<file path="config.mk">
export PLATFORM = sky130hd
export DESIGN_NAME = pixel_compositor_flat
export DESIGN_NICKNAME = d
export VERILOG_FILES = /design/src/rtl/pixel_compositor_if.sv /design/src/rtl/pixel_compositor.sv /design/src/flat_wrapper.sv
export SDC_FILE = /design/constraint.sdc
export NUM_CORES = 1
export LEC_CHECK = 0
export ABC_AREA = 1
export CORE_MARGIN = 2
export CORE_UTILIZATION = 45
export CTS_CLUSTER_DIAMETER = 80
export DETAILED_ROUTE_END_ITERATION = 7
export PLACE_DENSITY = 0.85
export SLEW_MARGIN = 20
export SYNTH_ARGS = -nofsm -noshare
export SYNTH_HDL_FRONTEND = slang
export SYNTH_SLANG_ARGS = --single-unit
</file>
<file path="constraint.sdc">
create_clock -name pixelClk -period 1.59 [get_ports pixelClk]
set_clock_uncertainty 0.05 [all_clocks]
set_input_delay 0.318 -clock pixelClk [delete_from_list [all_inputs] [get_ports pixelClk]]
set_output_delay 0.318 -clock pixelClk [all_outputs]
set_load 0.1 [all_outputs]
</file>
<file path="src/rtl/pixel_compositor_if.sv">
// Pixel bus between the VGA timing counter / glyph sources and the compositor.
// master drives the pixel request, slave (the compositor) returns colour and frame tick.
interface pixel_compositor_if #(
  parameter int NUM_LAYERS = 4,
  parameter int NUM_KEYS   = 14
);
  logic                        bright;
  logic [9:0]                  hCount;
  logic [9:0]                  vCount;
  logic [7:0]                  backgroundColor;
  logic [NUM_LAYERS-1:0]       layerValid;
  logic [8*NUM_LAYERS-1:0]     layerRgb;
  logic                        hitValid;
  logic                        hitSide;
  logic [$clog2(NUM_KEYS)-1:0] hitKey;
  logic [7:0]                  rgb;
  logic                        brightOut;
  logic                        frameTick;

  modport master (
    output bright, hCount, vCount, backgroundColor, layerValid, layerRgb,
           hitValid, hitSide, hitKey,
    input  rgb, brightOut, frameTick
  );

  modport slave (
    input  bright, hCount, vCount, backgroundColor, layerValid, layerRgb,
           hitValid, hitSide, hitKey,
    output rgb, brightOut, frameTick
  );
endinterface

</file>
<file path="src/rtl/pixel_compositor.sv">
// Two-stage pixel colour pipeline: keyboards, guide lines, floor band, glyph
// layers and per-side key-hit flash, aligned with a delayed bright flag.
module pixel_compositor #(
  parameter int                     NUM_LAYERS   = 4,
  parameter int                     NUM_KEYS     = 14,
  parameter int                     KEY_PITCH    = 30,
  parameter int                     KEY_W        = 65,
  parameter int                     BLACK_W      = 45,
  parameter logic [NUM_KEYS-1:0]    BLACK_MASK   = 14'h376E,
  parameter int                     FLASH_FRAMES = 8,
  parameter logic [7:0]             HIT_COLOR    = 8'h1C
) (
  input logic               pixelClk,
  input logic               reset,
  pixel_compositor_if.slave bus
);

  localparam int KW = $clog2(NUM_KEYS);
  localparam int CW = (FLASH_FRAMES < 1) ? 1 : $clog2(FLASH_FRAMES + 1);

  localparam logic [9:0]    KP         = 10'(KEY_PITCH);
  localparam logic [9:0]    KB_H       = 10'(NUM_KEYS * KEY_PITCH);
  localparam logic [9:0]    LEFT_X     = 10'(KEY_W);
  localparam logic [9:0]    RIGHT_X    = 10'(640 - KEY_W);
  localparam logic [9:0]    BLK_L      = 10'(BLACK_W);
  localparam logic [9:0]    BLK_R      = 10'(640 - BLACK_W);
  localparam logic [9:0]    HALF_BLK   = 10'd7;
  localparam logic [9:0]    NK         = 10'(NUM_KEYS);
  localparam logic [9:0]    GUIDE_L    = 10'd95;
  localparam logic [9:0]    GUIDE_R    = 10'd545;
  localparam logic [9:0]    BAND_LO    = 10'd454;
  localparam logic [9:0]    BAND_HI    = 10'd455;
  localparam logic [CW-1:0] FLASH_LOAD = CW'(FLASH_FRAMES);

  typedef enum logic [2:0] {
    REG_BG, REG_WHITE, REG_FLASH, REG_BLACK, REG_GUIDE, REG_BELOW, REG_BAND
  } region_e;

  region_e               region_q, region_d;
  logic [7:0]            bg_q, bg_d;
  logic                  layer_hit_q, layer_hit_d;
  logic [7:0]            layer_rgb_q, layer_rgb_d;
  logic                  bright1_q, bright1_d;
  logic                  origin_q, origin_d;
  logic                  frame_tick_q, frame_tick_d;
  logic [7:0]            rgb_q, rgb_d;
  logic                  bright_out_q, bright_out_d;
  logic [1:0][CW-1:0]    flash_cnt_q, flash_cnt_d;
  logic [1:0][KW-1:0]    flash_key_q, flash_key_d;

  logic [9:0] key_idx, key_rem, boundary;
  logic       side, on_kb, in_black_x, black_span, flash_on;

  // Stage 1: classify the pixel and pick the winning glyph layer.
  always_comb begin
    key_idx    = bus.vCount / KP;
    key_rem    = bus.vCount % KP;
    boundary   = (key_rem <= HALF_BLK) ? key_idx : key_idx + 10'd1;
    black_span = ((key_rem <= HALF_BLK) || (key_rem >= KP - HALF_BLK)) &&
                 (boundary < NK) && BLACK_MASK[boundary[KW-1:0]];
    side       = (bus.hCount >= RIGHT_X);
    on_kb      = ((bus.hCount <= LEFT_X) || side) && (bus.vCount < KB_H);
    in_black_x = side ? (bus.hCount >= BLK_R) : (bus.hCount < BLK_L);
    flash_on   = (flash_cnt_q[side] != '0) && (key_idx[KW-1:0] == flash_key_q[side]);

    region_d = REG_BG;
    if (on_kb) begin
      if ((key_rem == 10'd0) || (bus.hCount == LEFT_X) || (bus.hCount == RIGHT_X) ||
          (in_black_x && black_span))
        region_d = REG_BLACK;
      else if (flash_on)
        region_d = REG_FLASH;
      else
        region_d = REG_WHITE;
    end
    if ((bus.hCount == GUIDE_L) || (bus.hCount == GUIDE_R)) region_d = REG_GUIDE;
    if (bus.vCount >= KB_H) region_d = REG_BELOW;
    if ((bus.vCount >= BAND_LO) && (bus.vCount <= BAND_HI)) region_d = REG_BAND;

    layer_hit_d = 1'b0;
    layer_rgb_d = 8'h00;
    for (int i = 0; i < NUM_LAYERS; i++) begin
      if (bus.layerValid[i]) begin
        layer_hit_d = 1'b1;
        layer_rgb_d = bus.layerRgb[8*i +: 8];
      end
    end

    bg_d         = bus.backgroundColor;
    bright1_d    = bus.bright;
    origin_d     = (bus.hCount == 10'd0) && (bus.vCount == 10'd0);
    frame_tick_d = origin_d && !origin_q;
  end

  // A valid hit reloads its side; the frame tick ages both sides otherwise.
  always_comb begin
    flash_cnt_d = flash_cnt_q;
    flash_key_d = flash_key_q;
    for (int s = 0; s < 2; s++) begin
      if (frame_tick_q && (flash_cnt_q[s] != '0))
        flash_cnt_d[s] = flash_cnt_q[s] - CW'(1);
    end
    if (bus.hitValid && ({{(10-KW){1'b0}}, bus.hitKey} < NK)) begin
      flash_cnt_d[bus.hitSide] = FLASH_LOAD;
      flash_key_d[bus.hitSide] = bus.hitKey;
    end
  end

  // Stage 2: resolve the final colour; bright low blanks everything.
  always_comb begin
    case (region_q)
      REG_BG:    rgb_d = bg_q;
      REG_WHITE: rgb_d = 8'hFF;
      REG_FLASH: rgb_d = HIT_COLOR;
      REG_BLACK: rgb_d = 8'h00;
      REG_GUIDE: rgb_d = 8'hE0;
      REG_BELOW: rgb_d = 8'h00;
      REG_BAND:  rgb_d = 8'hFF;
      default:   rgb_d = 8'h00;
    endcase
    if (layer_hit_q) rgb_d = layer_rgb_q;
    if (!bright1_q)  rgb_d = 8'h00;
    bright_out_d = bright1_q;
  end

  always_ff @(posedge pixelClk or posedge reset) begin
    if (reset) begin
      region_q     <= REG_BG;
      bg_q         <= 8'h00;
      layer_hit_q  <= 1'b0;
      layer_rgb_q  <= 8'h00;
      bright1_q    <= 1'b0;
      origin_q     <= 1'b0;
      frame_tick_q <= 1'b0;
      rgb_q        <= 8'h00;
      bright_out_q <= 1'b0;
      flash_cnt_q  <= '0;
      flash_key_q  <= '0;
    end else begin
      region_q     <= region_d;
      bg_q         <= bg_d;
      layer_hit_q  <= layer_hit_d;
      layer_rgb_q  <= layer_rgb_d;
      bright1_q    <= bright1_d;
      origin_q     <= origin_d;
      frame_tick_q <= frame_tick_d;
      rgb_q        <= rgb_d;
      bright_out_q <= bright_out_d;
      flash_cnt_q  <= flash_cnt_d;
      flash_key_q  <= flash_key_d;
    end
  end

  assign bus.rgb       = rgb_q;
  assign bus.brightOut = bright_out_q;
  assign bus.frameTick = frame_tick_q;

endmodule

</file>
<file path="src/flat_wrapper.sv">
// flat-port wrapper written by rule: the top's interface ports become plain ports
module pixel_compositor_flat 
#(
  parameter int                     NUM_LAYERS   = 4,
  parameter int                     NUM_KEYS     = 14,
  parameter int                     KEY_PITCH    = 30,
  parameter int                     KEY_W        = 65,
  parameter int                     BLACK_W      = 45,
  parameter logic [NUM_KEYS-1:0]    BLACK_MASK   = 14'h376E,
  parameter int                     FLASH_FRAMES = 8,
  parameter logic [7:0]             HIT_COLOR    = 8'h1C
)
  (pixelClk, reset, bus_bright, bus_hCount, bus_vCount, bus_backgroundColor, bus_layerValid, bus_layerRgb, bus_hitValid, bus_hitSide, bus_hitKey, bus_rgb, bus_brightOut, bus_frameTick);
  pixel_compositor_if #(.NUM_LAYERS(NUM_LAYERS), .NUM_KEYS(NUM_KEYS)) bus_i ();
  input logic pixelClk;
  input logic reset;
  input wire logic [$bits(bus_i.bright)-1:0] bus_bright;
  input wire logic [$bits(bus_i.hCount)-1:0] bus_hCount;
  input wire logic [$bits(bus_i.vCount)-1:0] bus_vCount;
  input wire logic [$bits(bus_i.backgroundColor)-1:0] bus_backgroundColor;
  input wire logic [$bits(bus_i.layerValid)-1:0] bus_layerValid;
  input wire logic [$bits(bus_i.layerRgb)-1:0] bus_layerRgb;
  input wire logic [$bits(bus_i.hitValid)-1:0] bus_hitValid;
  input wire logic [$bits(bus_i.hitSide)-1:0] bus_hitSide;
  input wire logic [$bits(bus_i.hitKey)-1:0] bus_hitKey;
  output wire logic [$bits(bus_i.rgb)-1:0] bus_rgb;
  output wire logic [$bits(bus_i.brightOut)-1:0] bus_brightOut;
  output wire logic [$bits(bus_i.frameTick)-1:0] bus_frameTick;
  assign bus_i.bright = bus_bright;
  assign bus_i.hCount = bus_hCount;
  assign bus_i.vCount = bus_vCount;
  assign bus_i.backgroundColor = bus_backgroundColor;
  assign bus_i.layerValid = bus_layerValid;
  assign bus_i.layerRgb = bus_layerRgb;
  assign bus_i.hitValid = bus_hitValid;
  assign bus_i.hitSide = bus_hitSide;
  assign bus_i.hitKey = bus_hitKey;
  assign bus_rgb = bus_i.rgb;
  assign bus_brightOut = bus_i.brightOut;
  assign bus_frameTick = bus_i.frameTick;
  pixel_compositor #(.NUM_LAYERS(NUM_LAYERS), .NUM_KEYS(NUM_KEYS), .KEY_PITCH(KEY_PITCH), .KEY_W(KEY_W), .BLACK_W(BLACK_W), .BLACK_MASK(BLACK_MASK), .FLASH_FRAMES(FLASH_FRAMES), .HIT_COLOR(HIT_COLOR)) u_core (.pixelClk(pixelClk), .reset(reset), .bus(bus_i));
endmodule
</file>
==> run summary, run 1 <==
status: finished with violations
failing checks: negative setup slack
Die Y: 91.1 um
flops & latches, synth: 48
ant diodes: 0
largest net degree at the start of global routing: 49
DR vias/cell: 5.45
layer with the highest usage: met2
Critical Path End Type: register
Combinational Power Share: 51.3%
Post-synth EDFFs: 0
syn avg cell area: 7.15 um2
clk root buf: clkbuf_8
CP max stage cell: ha_1
max-slew violations: 0
Ys Warns: 0
CTS buffer count: 5
Nets: 739
clk sinks: 48
Stages on worst setup path: 29
pre-CTS WS: -2.73 ns
Clk pwr share: 20.7%
layout cells sized above 1: 32.1%
CTS Buffer Depth: 2
WP data required: 1.73 ns
Syn Inst Count: 478
Net Count, Synth: 557
Critical Path Fanout Max: 5
Worst Path Buf+Inv: 2
part of the cycle the worst path needs: 231%
register area share after synthesis: 35.2%
drt drc: 0
initial antenna violation count: 0
Layout area overhead: 65.4%
Net Switching: 1820 uW
Worst Slack Setup Final: -2.09 ns
Final TNS setup: -4.31 ns
Clock transition at path regs: 0.09 ns
Hold Vio Cnt, Final: 0
Post-synth ARST share: 100%
CP top delay family: simple AND/OR/NAND/NOR gates
CP startpoint kind: input port
RR Startpoint: u_core.flash_cnt_q[6]
VDD IR max: 0.000371 V
global-route usage over all layers: 26.4%
die area: 8300 um2
Final Critical Period: 3.68 ns
post-route cell area: 5650 um2
Max-slew headroom: 67.8%
DR iter-0 viols: 274
FF-to-FF End: u_core.region_q[0]
Primary FF master, synth: dfrtp_1
# rows: 31
Hold WC Path Type: input port to asynchronous set/reset pin
met1 track demand over resource: 29.6%
sequential power share: 28.0%
first-pass GRT wire length: 17.9 mm
Starting Density: 46.8%
Sw Share: 37.4%
Routability Congestion: 0.864
Arrival @ worst endpoint: 3.82 ns
fin util: 77.5%
Max-Cap Viols: 0
flop-to-flop setup slack: -0.48 ns
RSZ-0062 raised after global routing: true
Routed Antenna Nets: 0
Netlist Area Pre-Place: 3420 um2
gr ovfl total: 0
IO Count: 83
Slew @ Worst Pin: 0.478 ns
met3 usage: 3.32%
Post-DP Area: 5150 um2
GR Layer Usage met2: 49.6%
CTS tree: yes
CP peak stage delay: 0.29 ns
worst-skew pair later-pin latency: 0.30 ns
hpwl dp: 8.34 mm
1st-pass router iterations: 5
number of port buffers: 82
Tot Pwr: 4850 uW
Unique masters post-synth: 49
leak pwr: 0.00278 uW
Via Count: 4139
routed wire length: 12.2 mm
wire per inst: 16.0 um
final setup violation count: 4
FMAX: 272 MHz
Setup crit start: bus_vCount[6]
Crit Path Class: input port to register
pwr dens: 859 nW/um2
Die W: 91.1 um
CTS H-tree depth: 2
P_int: 3040 uW
R2R depth: 11
vias in the first global route: 4036
core footprint: 7290 um2
==> power by group through the flow <==
stage	registers, uW	logic, uW	clock network, uW
after floorplan	1480	1130	0
after global placement	1370	1990	0
after detailed placement	1380	2070	0
after CTS	1350	2280	1000
after global routing	1360	2680	1050
final	1360	2490	1000
==> cells in the mapped netlist, types with 6 or more instances <==
cell type / number / area [um2]
nand2_2: 16 / 100
dfrtp_1: 48 / 1200
nand2_1: 128 / 480
inv_1: 68 / 255
nand3_2: 6 / 60.1
nand3_1: 25 / 125
o21ai_1: 6 / 30.0
a21oi_1: 18 / 90.1
o31ai_1: 9 / 67.6
nand4_1: 9 / 56.3
o21ai_0: 25 / 125
nor2_1: 39 / 146
a221oi_1: 8 / 70.1
nand2_4: 6 / 67.6
ha_1: 6 / 75.1
==> worst reg2reg max path, cell delays in order (launching register included) <==
cell	delay [ns]
dfrtp_1	0.38
inv_1	0.12
nand4_1	0.16
mux2_2	0.17
o21ai_0	0.07
a21oi_1	0.10
o21ai_0	0.09
a2111oi_0	0.43
buf_4	0.21
nand3_2	0.07
nand2_2	0.07
a21oi_2	0.05
==> kinds of logic (layout without fill, tap and decap cells) <==
family | Yosys count | after routing | synth area share, %
fa+ha+maj | 6 | 6 | 2.20
buf+inv | 83 | 265 | 9.63
flops | 48 | 48 | 35.2
xor+xnor | 4 | 4 | 1.03
mux | 4 | 4 | 1.21
compound gates | 83 | 83 | 15.8
simple gates | 250 | 250 | 34.9
==> timing repair <==
item                                    in CTS  in global routing
gates resized for setup                     47                 41
pin swaps                                   33                 40
endpoints found under the setup margin       8                 17
setup buffers                               10                  6
hold buffers                                 0                  0
endpoints found under the hold margin        0                  0
==> stage by stage <==
stage                     hold WS (ns)  instances
after floorplan                  0.299        478
after global placement           0.332        737
after detailed placement         0.342        737
after CTS                        0.323        754
after global routing             0.352        759
final                            0.303        759
==> how the worst max path moves through the flow <==
stage / end
after CTS: u_core.region_q[1]
after detailed placement: u_core.region_q[1]
after global routing: u_core.region_q[1]
final: u_core.region_q[1]
after floorplan: u_core.region_q[0]
after global placement: u_core.region_q[1]
==> state kept, by name, indices dropped and copies added (netlist names) <==
register,flops
u_core.bg_q,8
u_core.bright1_q,1
u_core.bus.brightOut,1
u_core.bus.frameTick,1
u_core.bus.rgb,8
u_core.flash_cnt_q,8
u_core.flash_key_q,8
u_core.layer_hit_q,1
u_core.layer_rgb_q,8
u_core.origin_q,1
u_core.region_q,3
==> layout by cell type (no fill, tap or decap), types with 13 or more instances in the layout <==
master	count
clkdlybuf4s50_1	66
buf_12	13
dfrtp_1	47
nand3_1	21
nand2_4	15
nand2_2	21
buf_4	96
nand2_1	114
o21ai_0	23
nor2_1	33
inv_1	62
a21oi_1	18
==> per-layer routing <==
metal  routed length, um  up-vias
met5                   0        -
met4                 417        0
met3                 520       49
met2                6750      183
met1                4460     1975
li1                    -     1932
==> final cells by class <==
cell class	instances	area, um2
timing repair buffer	183	1710
sequential	48	1200
fill	461	1640
tap	99	124
clock buffer	5	68.8
inverter	75	304
multi-input combinational	347	2180
clock inverter	2	60.1
Power figures use the tool's default switching activity.
==> run 2: changes to the inputs <==
--- a/config.mk
+++ b/config.mk
@@ -7,10 +7,10 @@
 export LEC_CHECK = 0
 export ABC_AREA = 1
 export CORE_MARGIN = 2
-export CORE_UTILIZATION = 45
+export CORE_UTILIZATION = 54
 export CTS_CLUSTER_DIAMETER = 80
 export DETAILED_ROUTE_END_ITERATION = 7
-export PLACE_DENSITY = 0.85
+export PLACE_DENSITY = 0.94
 export SLEW_MARGIN = 20
 export SYNTH_ARGS = -nofsm -noshare
 export SYNTH_HDL_FRONTEND = slang
==> constraint.sdc (replaced) <==
create_clock -name pixelClk -period 4.75 [get_ports pixelClk]
set_clock_uncertainty 0.05 [all_clocks]
set_input_delay 0.95 -clock pixelClk [delete_from_list [all_inputs] [get_ports pixelClk]]
set_output_delay 0.95 -clock pixelClk [all_outputs]
set_load 0.1 [all_outputs]
==> run 2 against run 1 <==
Against the previous run:
- the flow now finishes without violations
- cell area fell by 15%
- critical path type unchanged
- count of clock-buffer cells in the layout did not move
- combinational power fell by 71%
- sequential share of layout area rose by 3.6 points
- cell count fell by 9.9%
- die area fell by 16%
- worst hold slack improved by 0.081 ns
- sequential power fell by 67%
- wire length fell by 12%
- sequential cell count did not move
==> run summary, run 2 (synthesized netlist as in run 1, its figures left out) <==
status: finished, final reports clean (was finished with violations)
Hold Path Depth: 1
largest net degree at the start of global routing: 49 (unchanged)
Routability Congestion: 0.915 (was 0.864)
first-pass GRT wire length: 17.4 mm (was 17.9 mm)
CTS H-tree depth: 2 (unchanged)
global-route usage over all layers: 30.5% (was 26.4%)
Hold Vio Cnt, Final: 0 (unchanged)
# rows: 28 (was 31)
FMAX: 226 MHz
clk root buf: clkbuf_8 (unchanged)
Critical Path Fanout Max: 7 (was 5)
commonest non-fill, non-tap cells in the layout: 125 x nand2_1, 77 x clkdlybuf4s50_1, 66 x inv_1, 48 x buf_4, 48 x dfrtp_1 (was 114 x nand2_1, 96 x buf_4, 66 x clkdlybuf4s50_1, 62 x inv_1, 47 x dfrtp_1)
Slew @ Worst Pin: 0.988 ns (was 0.478 ns)
pwr dens: 305 nW/um2 (was 859 nW/um2)
Nets: 686 (was 739)
hold endpoint: u_core.bus.frameTick
core footprint: 6030 um2 (was 7290 um2)
final setup violation count: 0 (was 4)
Clock transition at path regs: 0.09 ns (about the same)
min-delay src: u_core.origin_q
CP startpoint kind: input port (unchanged)
DR vias/cell: 5.55 (was 5.45)
worst-skew pair later-pin latency: 0.32 ns (was 0.30 ns)
Setup crit start: bus_vCount[4] (was bus_vCount[6])
Via Count: 3794 (was 4139)
Combinational Power Share: 48.8% (was 51.3%)
fin cells: 684 (was 759)
Clk pwr share: 20.7% (about the same)
hpwl dp: 8.16 mm (was 8.34 mm)
Layout area overhead: 41.4% (was 65.4%)
R2R depth: 11 (unchanged)
VDD IR max: 0.000314 V (was 0.000371 V)
CTS Buffer Depth: 2 (unchanged)
leak pwr: 0.00243 uW (was 0.00278 uW)
number of port buffers: 82 (unchanged)
routed wire length: 10.7 mm (was 12.2 mm)
Arrival @ worst endpoint: 4.57 ns (was 3.82 ns)
gr ovfl total: 0 (unchanged)
commonest non-fill, non-tap cell in the layout: nand2_1 (unchanged)
Max-Cap Viols: 0 (unchanged)
max-slew violations: 0 (unchanged)
flop-to-flop setup slack: 2.47 ns (was -0.48 ns)
P_int: 896 uW (was 3040 uW)
IO Count: 83 (unchanged)
Die Y: 83.5 um (was 91.1 um)
DR iter-0 viols: 217 (was 274)
drt drc: 0 (unchanged)
Net Switching: 574 uW (was 1820 uW)
Starting Density: 56.7% (was 46.8%)
Final Critical Period: 4.42 ns
post-placement cell count: 674 (was 737)
wire per inst: 15.6 um (was 16.0 um)
layout cells sized above 1: 18.6% (was 32.1%)
Worst Slack Setup Final: 0.333 ns (was -2.09 ns)
CP max stage cell: clkdlybuf4s50_1 (was ha_1)
Post-CTS Hold Fix Bufs: 0 (unchanged)
sequential power share: 30.6% (was 28.0%)
FF-to-FF End: u_core.region_q[0] (unchanged)
Crit Path Class: input port to register (unchanged)
CTS tree: yes (unchanged)
Die W: 83.5 um (was 91.1 um)
vias in the first global route: 3893 (was 4036)
Max-slew headroom: 33.9% (was 67.8%)
CP peak stage delay: 0.56 ns (was 0.29 ns)
pre-CTS WS: -0.470 ns (was -2.73 ns)
clk sinks: 48 (unchanged)
die area: 6980 um2 (was 8300 um2)
Hold WC Path Type: register to register (was input port to asynchronous set/reset pin)
1st-pass router iterations: 5 (unchanged)
Tot Pwr: 1470 uW (was 4850 uW)
initial antenna violation count: 1 (was 0)
WP data required: 4.90 ns (was 1.73 ns)
part of the cycle the worst path needs: 93.0%
Routed Antenna Nets: 0 (unchanged)
CP top delay family: simple AND/OR/NAND/NOR gates (unchanged)
post-route cell area: 4830 um2 (was 5650 um2)
Sw Share: 39.0% (was 37.4%)
Post-DP Area: 4640 um2 (was 5150 um2)
CTS buffer count: 5 (unchanged)
RR Startpoint: u_core.flash_cnt_q[4] (was u_core.flash_cnt_q[6])
Worst Path Buf+Inv: 6 (was 2)
Critical Path End Type: register (unchanged)
-- run 2: cell count changes in the layout (fill, tap and decap cells not counted), moves of 4 or more --
cell | previous run | this run
ha_1 | 2 | 6
dlymetal6s2s_1 | 1 | 5
buf_6 | 4 | 0
nand2_1 | 114 | 125
nand3_1 | 21 | 25
nand2_4 | 15 | 7
buf_4 | 96 | 48
clkdlybuf4s50_1 | 66 | 77
buf_12 | 13 | 0
inv_1 | 62 | 66
-- run 2: worst max path at each step --
stage               slack [ns]  depth (start not counted)                  to
finish                    0.33                         26  u_core.region_q[1]
global placement          -0.1                         30  u_core.region_q[1]
floorplan                 0.52                         30  u_core.region_q[0]
CTS                       0.01                         30  u_core.region_q[1]
detailed placement       -0.47                         30  u_core.region_q[1]
global route            -0.003                         26  u_core.region_q[1]
-- run 2: metrics by stage --
stage                      TNS, ns  hold slack, ns  util (%)
final                            0           0.385      80.1
after global routing      -0.00275           0.383      80.1
after CTS                        0           0.375      79.5
after detailed placement    -0.867           0.346      77.0
after global placement      -0.172           0.337      77.0
after floorplan                  0           0.328         -
-- run 2: layer usage --
| layer | global-route usage, % | wire (um) | vias to the layer above |
|---|---|---|---|
| met2 | 57.9 | 5680 | 166 |
| li1 | - | - | 1831 |
| met5 | 0 | 0 | - |
| met1 | 33.3 | 4020 | 1760 |
| met4 | 12.8 | 413 | 0 |
| met3 | 4.95 | 573 | 37 |
-- run 2: area by class of cell --
type	count	area [um2]
multi-input cells	347	1940
diodes	1	2.50
inverters	75	284
well taps	75	93.8
fillers	388	1200
clock buffers	5	68.8
repair buffers	130	1190
flip-flops and latches	48	1200
clock inverters	3	47.5
-- run 2: power by group through the flow --
stage | combinational (uW) | clock [uW] | sequential [uW]
2_1_floorplan | 371 | 0 | 494
3_3_place_gp | 626 | 0 | 455
3_5_place_dp | 666 | 0 | 457
4_1_cts | 689 | 302 | 449
5_1_grt | 784 | 322 | 453
6_report | 717 | 304 | 450
-- run 2: repair_timing --
action                     CTS  global route
pin swaps                    1             8
setup endpoints to repair    2             2
gates resized for setup      8            11
setup buffers                0             1
==> run 3: changes to the inputs <==
--- a/config.mk
+++ b/config.mk
@@ -6,11 +6,12 @@
 export NUM_CORES = 1
 export LEC_CHECK = 0
 export ABC_AREA = 1
+export CAP_MARGIN = 20
 export CORE_MARGIN = 2
 export CORE_UTILIZATION = 54
-export CTS_CLUSTER_DIAMETER = 80
 export DETAILED_ROUTE_END_ITERATION = 7
 export PLACE_DENSITY = 0.94
+export REMOVE_ABC_BUFFERS = 1
 export SLEW_MARGIN = 20
 export SYNTH_ARGS = -nofsm -noshare
 export SYNTH_HDL_FRONTEND = slang
==> run 3 against run 2 <==
Against the previous run:
- first-iteration DRC count is 6.0% higher
- global-route usage is 0.15 points lower
- count of clock-buffer cells in the layout increased by 1
- critical path depth increased by 3
- sequential cell count stayed put
- setup slack improved by 0.070 ns
- register-to-register slack barely moved
- worst hold slack lost 0.034 ns
- sequential power barely moved
- critical path type unchanged
- largest cell class unchanged
- largest power group unchanged
==> run summary, run 3 (synthesized netlist as in run 1, its figures left out) <==
Tot Pwr: 1410 uW (was 1470 uW)
wire per inst: 15.6 um (about the same)
met1 track demand over resource: 33.6% (was 33.3%)
CP peak stage delay: 0.28 ns (was 0.56 ns)
DR vias/cell: 5.67 (was 5.55)
Routability Congestion: 0.890 (was 0.915)
CP startpoint kind: input port (unchanged)
largest net degree at the start of global routing: 49 (unchanged)
core footprint: 6030 um2 (unchanged)
pwr dens: 292 nW/um2 (was 305 nW/um2)
gr ovfl total: 0 (unchanged)
global-route usage over all layers: 30.3% (was 30.5%)
commonest non-fill, non-tap cells in the layout: 126 x nand2_1, 77 x clkdlybuf4s50_1, 65 x inv_1, 48 x dfrtp_1, 47 x buf_4 (was 125 x nand2_1, 77 x clkdlybuf4s50_1, 66 x inv_1, 48 x buf_4, 48 x dfrtp_1)
drt drc: 0 (unchanged)
1st-pass router iterations: 5 (unchanged)
vias in the first global route: 3880 (was 3893)
IO Count: 83 (unchanged)
FMAX: 230 MHz (was 226 MHz)
Die W: 83.5 um (unchanged)
max-slew violations: 0 (unchanged)
layer with the highest usage: met2 (unchanged)
Routed Antenna Nets: 0 (unchanged)
Sw Share: 39.6% (was 39.0%)
worst-skew pair later-pin latency: 0.31 ns (was 0.32 ns)
Combinational Power Share: 49.6% (was 48.8%)
clk root buf: clkbuf_8 (unchanged)
Via Count: 3874 (was 3794)
# rows: 28 (unchanged)
met3 usage: 5.14% (was 4.95%)
Max-Cap Viols: 0 (unchanged)
Max-slew headroom: 33.3% (was 33.9%)
Hold WC Path Type: register to register (unchanged)
VDD IR max: 0.000238 V (was 0.000314 V)
Die Y: 83.5 um (unchanged)
Hold Vio Cnt, Final: 0 (unchanged)
P_int: 850 uW (was 896 uW)
RSZ-0062 raised after global routing: false
initial antenna violation count: 0 (was 1)
die area: 6980 um2 (unchanged)
Worst Path Buf+Inv: 2 (was 6)
Clock transition at path regs: 0.09 ns (about the same)
CTS tree: yes (unchanged)
Slew @ Worst Pin: 0.998 ns (was 0.988 ns)
Layout area overhead: 41.3% (was 41.4%)
CTS Buffer Depth: 2 (unchanged)
CP top delay family: simple AND/OR/NAND/NOR gates (unchanged)
Post-CTS Hold Fix Bufs: 0 (unchanged)
Crit Path Class: input port to register (unchanged)
commonest non-fill, non-tap cell in the layout: nand2_1 (unchanged)
Final TNS setup: 0 ns (unchanged)
leak pwr: 0.00242 uW (was 0.00243 uW)
DR iter-0 viols: 230 (was 217)
ant diodes: 0 (was 1)
routed wire length: 10.6 mm (was 10.7 mm)
Critical Path End Type: register (unchanged)
number of port buffers: 82 (unchanged)
Starting Density: 56.7% (unchanged)
first-pass GRT wire length: 17.4 mm (about the same)
final setup violation count: 0 (unchanged)
GR Layer Usage met2: 57.9% (unchanged)
CP max stage cell: ha_1 (was clkdlybuf4s50_1)
hpwl dp: 8.30 mm (was 8.16 mm)
Fillers: 387 (was 388)
status: finished, final reports clean (unchanged)
Net Switching: 558 uW (was 574 uW)
part of the cycle the worst path needs: 91.5% (was 93.0%)
clk sinks: 48 (unchanged)
Final Critical Period: 4.35 ns (was 4.42 ns)
Critical Path Fanout Max: 6 (was 7)
sequential power share: 32.0% (was 30.6%)
layout cells sized above 1: 18.8% (was 18.6%)
Arrival @ worst endpoint: 4.49 ns (was 4.57 ns)
Nets: 686 (unchanged)
WP data required: 4.89 ns (was 4.90 ns)
CTS buffer count: 5 (unchanged)
Clk pwr share: 18.4% (was 20.7%)
CTS H-tree depth: 2 (unchanged)
[run 3: final timing paths]
path / start / endpoint / slack, ns / cells after the start
setup / recovery: bus_vCount[7] / u_core.region_q[0] / 0.40 / 29
hold reg to reg: u_core.origin_q / u_core.bus.frameTick / 0.35 / 1
setup reg to reg: u_core.flash_cnt_q[6] / u_core.region_q[0] / 2.48 / 11
max in group asynchronous: reset / u_core.flash_cnt_q[2] / 3.20 / 3
min in group asynchronous: reset / u_core.bright1_q / 1.05 / 3
hold / removal: u_core.origin_q / u_core.bus.frameTick / 0.35 / 1
[run 3: per-layer routing]
metal	part of all wire, %	routed length, um
met5	0	0
met4	3.1	328
met3	5.4	573
met2	54	5750
met1	37	3980
[run 3: metrics by stage]
stage / instances / hold WS [ns] / worst slack, ns / utilization, % / area [um2]
global placement: 673 / 0.347 / -0.131 / 76.8 / 4630
detailed placement: 673 / 0.337 / -0.361 / 76.8 / 4630
floorplan: 470 / 0.328 / 0.350 / - / 3370
global route: 683 / 0.373 / 0.141 / 80.1 / 4830
CTS: 681 / 0.352 / 0.00912 / 78.6 / 4730
finish: 683 / 0.351 / 0.404 / 80.1 / 4830
[run 3: layout make-up]
type                       instances  area, um2  area share, %
clock buffer                       6       82.6           1.71
multi-input combinational        347       1950           40.5
tap                               75       93.8           1.94
sequential                        48       1200           24.9
timing repair buffer             130       1200           24.8
inverter                          75        284           5.88
clock inverter                     2       13.8          0.285
[run 3: what timing repair did]
| action | 4_1_cts | 5_1_grt |
|---|---|---|
| resized for setup | 1 | 22 |
| pin swaps | 0 | 9 |
| setup buffers | 0 | 2 |
| setup endpoints to repair | 2 | 2 |
[run 3: worst reg2reg max path, cell delays in order, from the launching register on]
cell and delay, ns:
dfrtp_1 0.36, inv_1 0.08, nand4_1 0.15, mux2_2 0.17, o21ai_0 0.10, a21oi_1 0.12
o21ai_0 0.13, a2111oi_1 0.54, buf_4 0.22, nand3_1 0.08, nand2_1 0.10, a21oi_2 0.06
[run 3: power by group through the flow]
stage                     sequential (uW)  clock [uW]  combinational, uW
after floorplan                       494           0                361
after global placement                455           0                623
after detailed placement              457           0                664
after CTS                             450         261                676
after global routing                  453         280                758
final                                 451         259                699
